File: src/rtl/usb_line_state.sv
// USB full-speed line-state front end: synchronises D+/D-, deglitches the pair,
// and derives end-of-packet, suspend and resume indications from the filtered state.
module usb_line_state #(
  parameter int unsigned SYNC_STAGES    = 2,
  parameter int unsigned FILTER_CYCLES  = 3,
  parameter int unsigned EOP_MAX        = 8,
  parameter int unsigned SUSPEND_CYCLES = 144000
) (
  input  logic       clk,
  input  logic       reset_n,
  input  logic       usb_p_raw,
  input  logic       usb_n_raw,
  output logic       usb_p_rx,
  output logic       usb_n_rx,
  output logic [1:0] line_state,
  output logic       eop,
  output logic       suspend,
  output logic       resume
);

  localparam int unsigned FILT_W = $clog2(FILTER_CYCLES + 1);
  localparam int unsigned SE0_W  = $clog2(EOP_MAX + 2);
  localparam int unsigned SUSP_W = $clog2(SUSPEND_CYCLES + 1);

  localparam logic [1:0] LS_SE0 = 2'd0;
  localparam logic [1:0] LS_J   = 2'd1;
  localparam logic [1:0] LS_K   = 2'd2;

  if (SYNC_STAGES < 2 || SYNC_STAGES > 3) begin : g_bad_sync
    $error("usb_line_state: SYNC_STAGES must be 2..3");
  end
  if (FILTER_CYCLES < 1 || FILTER_CYCLES > 15) begin : g_bad_filt
    $error("usb_line_state: FILTER_CYCLES must be 1..15");
  end

  logic [SYNC_STAGES-1:0] sync_p;
  logic [SYNC_STAGES-1:0] sync_n;
  logic [1:0]             pair_sync;
  logic [1:0]             pair_ahead;
  logic [FILT_W-1:0]      stable_cnt;
  logic [FILT_W-1:0]      stable_cnt_next;
  logic [1:0]             ls_next;
  logic [SE0_W-1:0]       se0_cnt;
  logic [SE0_W-1:0]       se0_cnt_next;
  logic [SUSP_W-1:0]      susp_cnt;
  logic [SUSP_W-1:0]      susp_cnt_next;
  logic                   eop_next;
  logic                   suspend_next;
  logic                   resume_next;

  // Per-line synchroniser chains, parked at J so reset never looks like SE0.
  always_ff @(posedge clk or negedge reset_n) begin
    if (!reset_n) begin
      sync_p <= '1;
      sync_n <= '0;
    end else begin
      sync_p <= {sync_p[SYNC_STAGES-2:0], usb_p_raw};
      sync_n <= {sync_n[SYNC_STAGES-2:0], usb_n_raw};
    end
  end

  assign pair_sync  = {sync_n[SYNC_STAGES-1], sync_p[SYNC_STAGES-1]};
  // The stage feeding the output flop is compared so a held change is seen one edge earlier.
  assign pair_ahead = {sync_n[SYNC_STAGES-2], sync_p[SYNC_STAGES-2]};

  // Stability counter and filtered-state acceptance.
  always_comb begin
    stable_cnt_next = stable_cnt;
    ls_next         = line_state;
    if (pair_ahead != pair_sync) begin
      stable_cnt_next = '0;
    end else if (stable_cnt != FILT_W'(FILTER_CYCLES)) begin
      stable_cnt_next = stable_cnt + FILT_W'(1);
    end
    if (stable_cnt_next == FILT_W'(FILTER_CYCLES) && pair_sync != line_state) begin
      ls_next = pair_sync;
    end
  end

  // Run-length counters and the eop/suspend/resume decisions.
  always_comb begin
    se0_cnt_next  = '0;
    susp_cnt_next = '0;
    if (line_state == LS_SE0) begin
      se0_cnt_next = (se0_cnt == SE0_W'(EOP_MAX + 1)) ? se0_cnt : se0_cnt + SE0_W'(1);
    end
    if (line_state == LS_J) begin
      susp_cnt_next = (susp_cnt == SUSP_W'(SUSPEND_CYCLES)) ? susp_cnt
                                                            : susp_cnt + SUSP_W'(1);
    end
    eop_next     = (line_state == LS_J) && (se0_cnt != '0) &&
                   (se0_cnt <= SE0_W'(EOP_MAX));
    suspend_next = (ls_next == LS_J) &&
                   (suspend || (susp_cnt_next == SUSP_W'(SUSPEND_CYCLES)));
    resume_next  = suspend && (ls_next == LS_K);
  end

  always_ff @(posedge clk or negedge reset_n) begin
    if (!reset_n) begin
      stable_cnt <= '0;
      line_state <= LS_J;
      se0_cnt    <= '0;
      susp_cnt   <= '0;
      eop        <= 1'b0;
      suspend    <= 1'b0;
      resume     <= 1'b0;
    end else begin
      stable_cnt <= stable_cnt_next;
      line_state <= ls_next;
      se0_cnt    <= se0_cnt_next;
      susp_cnt   <= susp_cnt_next;
      eop        <= eop_next;
      suspend    <= suspend_next;
      resume     <= resume_next;
    end
  end

  assign usb_p_rx = line_state[0];
  assign usb_n_rx = line_state[1];

endmodule

File: config.mk
export PLATFORM = sky130hd
export DESIGN_NAME = usb_line_state
export DESIGN_NICKNAME = d
export VERILOG_FILES = /design/src/rtl/usb_line_state.sv
export SDC_FILE = /design/constraint.sdc
export NUM_CORES = 1
export LEC_CHECK = 0
export CAP_MARGIN = 30
export CORE_ASPECT_RATIO = 0.9
export CORE_MARGIN = 2
export CORE_UTILIZATION = 45
export CTS_CLUSTER_SIZE = 40
export DETAILED_ROUTE_END_ITERATION = 10
export SLEW_MARGIN = 20
export SYNTH_ARGS = -nofsm -noshare
export SYNTH_HDL_FRONTEND = slang
export SYNTH_SLANG_ARGS = --single-unit
File: constraint.sdc
create_clock -name clk -period 4.4 [get_ports clk]
set_clock_uncertainty 0.15 [all_clocks]
set_input_delay 0.88 -clock clk [delete_from_list [all_inputs] [get_ports clk]]
set_output_delay 0.88 -clock clk [all_outputs]
set_load 0.005 [all_outputs]
==> flow_metrics.env <==
export IMPL_drtIter0Drc=62
export IMPL_post_cts_buffers=0
export IMPL_antenna_cells=0
export IMPL_synth_area_sq_um=1850
export IMPL_status="completed"
export IMPL_dieArea_sq_um=4640
export IMPL_layout_min_cycle_time_ns=2.46
export IMPL_grt_ovfl_total=0
export IMPL_synth_edff_count=0
export IMPL_grt_usage=0.161
export IMPL_io_buffers=10
export IMPL_worst_pin_slew_ns=0.757
export IMPL_drc=0
export IMPL_layout_drive_gt1_share=0.0945
export IMPL_drv_cap=0
export IMPL_synth_distinct_cells=46
export IMPL_cp_data_arrival_time_ns=1.43
export IMPL_ir_drop_mv=0.162
export IMPL_ios=11
export IMPL_firstDrtPassIters=4
export IMPL_cts_max_level=2
export IMPL_vias_per_cell=5.55
export IMPL_hp_class="flip-flop to flip-flop"
export IMPL_clock_path_buffers=2
export IMPL_antenna_found_initial=0
export IMPL_die_w_um=71.6
export IMPL_num_vias=1382
export IMPL_post_cts_resized=0
export IMPL_gp_congestion=0.888
export IMPL_finalSetupViolCount=0
export IMPL_yosysSeqAreaShare=0.449
export IMPL_required_ns=3.37
export IMPL_cts_hold_buf=0
export IMPL_leakagePower_nw=0.781
export IMPL_syn_inst=192
export IMPL_utilization=0.512
export IMPL_drt_wirelength_per_cell_um=13.6
export IMPL_p_per_area_nw_per_um2=274
export IMPL_core_sq_um=4020
export IMPL_cts_tree="done"
export IMPL_syn_nets=201
export IMPL_cp_top_family="flip-flops"
export IMPL_syn2layout_area_growth_pct=11.2
export IMPL_path_cells="clkdlybuf4s50_1"
export IMPL_drt_wl_total_um=3380
export IMPL_clk_latency_ns=0.29
export IMPL_synth_seq_cells=33
export IMPL_final_hold_viol_count=0
export IMPL_grt_pass1_wl_um=5720
export IMPL_grt_max_degree=34
export IMPL_critPathKind="flip-flop to output pin"
export IMPL_place_hpwl_um=2480
export IMPL_synth_flop_cell="dfrtp_1"
export IMPL_start_kind="flip-flop"
export IMPL_period_share=0.559
export IMPL_numCtsBuffers=5
export IMPL_worstPathMaxFanout=10
export IMPL_setup_tns_ns=0
export IMPL_root_buffer="clkbuf_8"
export IMPL_grt_pass1_vias=1214
export IMPL_fmax_ghz=0.407
export IMPL_slew_viol_final=0
export IMPL_start_util=0.460
export IMPL_nFillCells=377
export IMPL_path_buf_inv=1
export IMPL_synthArstFlopShare=1.00
export IMPL_detail_route_antenna_nets=0
export IMPL_ys_warn_count=0
export IMPL_max_stage_delay_ns=0.62
export IMPL_path_clk_slew_ns=0.06
export IMPL_rows=22
export IMPL_worst_slew_margin_rel=0.495
export IMPL_rsz0062_at_grt="false"
export IMPL_clock_sinks=33
export IMPL_critPathCaptureType="output pin"
export IMPL_slowest_stage="dfstp_2"
export IMPL_nNetsFinal=209
export IMPL_synth_area_per_cell_sq_um=9.63
export IMPL_die_y_um=64.8
[synthesized netlist by cell type (2+ instances only)]
| cell type | count | share of area |
|---|---|---|
| nor2b_1 | 2 | 0.0068 |
| and2_1 | 4 | 0.014 |
| nand2_1 | 8 | 0.016 |
| nand4_1 | 7 | 0.024 |
| mux2i_1 | 2 | 0.011 |
| a21o_1 | 2 | 0.0081 |
| inv_1 | 11 | 0.022 |
| a211oi_1 | 2 | 0.0081 |
| xnor2_1 | 14 | 0.066 |
| nor4b_1 | 2 | 0.0095 |
| nor2_1 | 19 | 0.039 |
| xor2_1 | 5 | 0.024 |
| buf_4 | 2 | 0.0081 |
| nor3b_1 | 2 | 0.0081 |
| nor4_1 | 7 | 0.024 |
| nand3b_1 | 2 | 0.0081 |
| dfstp_2 | 3 | 0.043 |
| ha_1 | 5 | 0.034 |
| a21oi_1 | 7 | 0.019 |
| nand4b_1 | 2 | 0.0095 |
| nand2b_1 | 4 | 0.014 |
| a31o_2 | 3 | 0.014 |
| and3_1 | 4 | 0.014 |
| dfrtp_1 | 30 | 0.41 |
| buf_2 | 4 | 0.011 |
| clkbuf_1 | 4 | 0.0081 |
| nor3_1 | 7 | 0.019 |
| or3_1 | 2 | 0.0068 |
| nand3_1 | 9 | 0.024 |
[report_power, final]
group | switching, mW | internal, mW
combinational | 0.0121 | 0.00887
sequential | 0.00470 | 0.309
clock | 0.101 | 0.127
[layout by cell type, fill, tap and decap left out, drive strengths merged, types with 2 or more instances in the layout]
master / n
and3: 5
nand4b: 2
dfstp: 3
or2: 2
nand2: 8
and2: 4
nor4: 7
a31o: 3
clkbuf: 8
nand3: 10
nor2b: 2
dfrtp: 30
nor3: 7
nor3b: 2
a211oi: 3
a21oi: 7
nand2b: 4
xnor2: 14
nand4: 7
mux2i: 2
or3: 2
o21ai: 2
nor2: 19
clkdlybuf4s50: 10
nand3b: 2
ha: 5
xor2: 5
nor4b: 3
a21o: 2
inv: 11
[sequential cells by signal (all words and copies together), names as in the netlist]
name,count
eop,1
line_state,2
resume,1
se0_cnt,4
stable_cnt,2
susp_cnt,18
suspend,1
sync_n,2
sync_p,2
[through the flow]
stage | power [mW] | worst slack [ns] | instance area, sq um | hold slack [ns] | instances
after floorplan | 0.328 | 2.40 | 1850 | 0.218 | 192
after global placement | 0.340 | 2.25 | 1970 | 0.225 | 241
after detailed placement | 0.341 | 2.17 | 1970 | 0.228 | 241
after CTS | 0.571 | 1.93 | 2060 | 0.237 | 249
after global routing | 0.590 | 1.90 | 2060 | 0.243 | 249
final | 0.563 | 1.94 | 2060 | 0.238 | 249
[final cells by class]
cell class,count,area (sq um),share of cell area
multi-input combinational,138,927,0.451
clock buffer,8,90.1,0.0438
timing repair buffer,11,108,0.0523
sequential,33,830,0.404
inverter,11,41.3,0.0201
tap,48,60.1,0.0292
[kinds of logic after synthesis]
kind of cell,count (synthesis),synth area share
and+or+nand+nor,88,0.277
DFF,33,0.449
AOI/OAI and AO/OA,24,0.0900
buffers and inverters,21,0.0494
xor gates and xnor gates,19,0.0900
adders and majority gates,5,0.0339
muxes,2,0.0108
[path summary, 6_finish.rpt]
kind,from,to,slack (ns),cells past startpoint
worst max-delay path,line_state[0],usb_p_rx,1.94,1
worst min register to register,sync_p[0],sync_p[1],0.24,0
max in group asynchronous,reset_n,sync_p[0],2.94,2
worst max register to register,susp_cnt[1],suspend,2.15,7
worst min-delay path,sync_p[0],sync_p[1],0.24,0
min in group asynchronous,reset_n,susp_cnt[17],0.84,2
[routing by layer]
layer,share of wire,up-vias,wire (um),GRT usage
met3,0.045,6,153,0.0560
met2,0.42,27,1430,0.215
met1,0.52,655,1760,0.243
met4,0.011,0,36,0.0495
met5,0,-,0,0
li1,-,694,-,-
No activity file was read; power rests on OpenSTA's default activity.
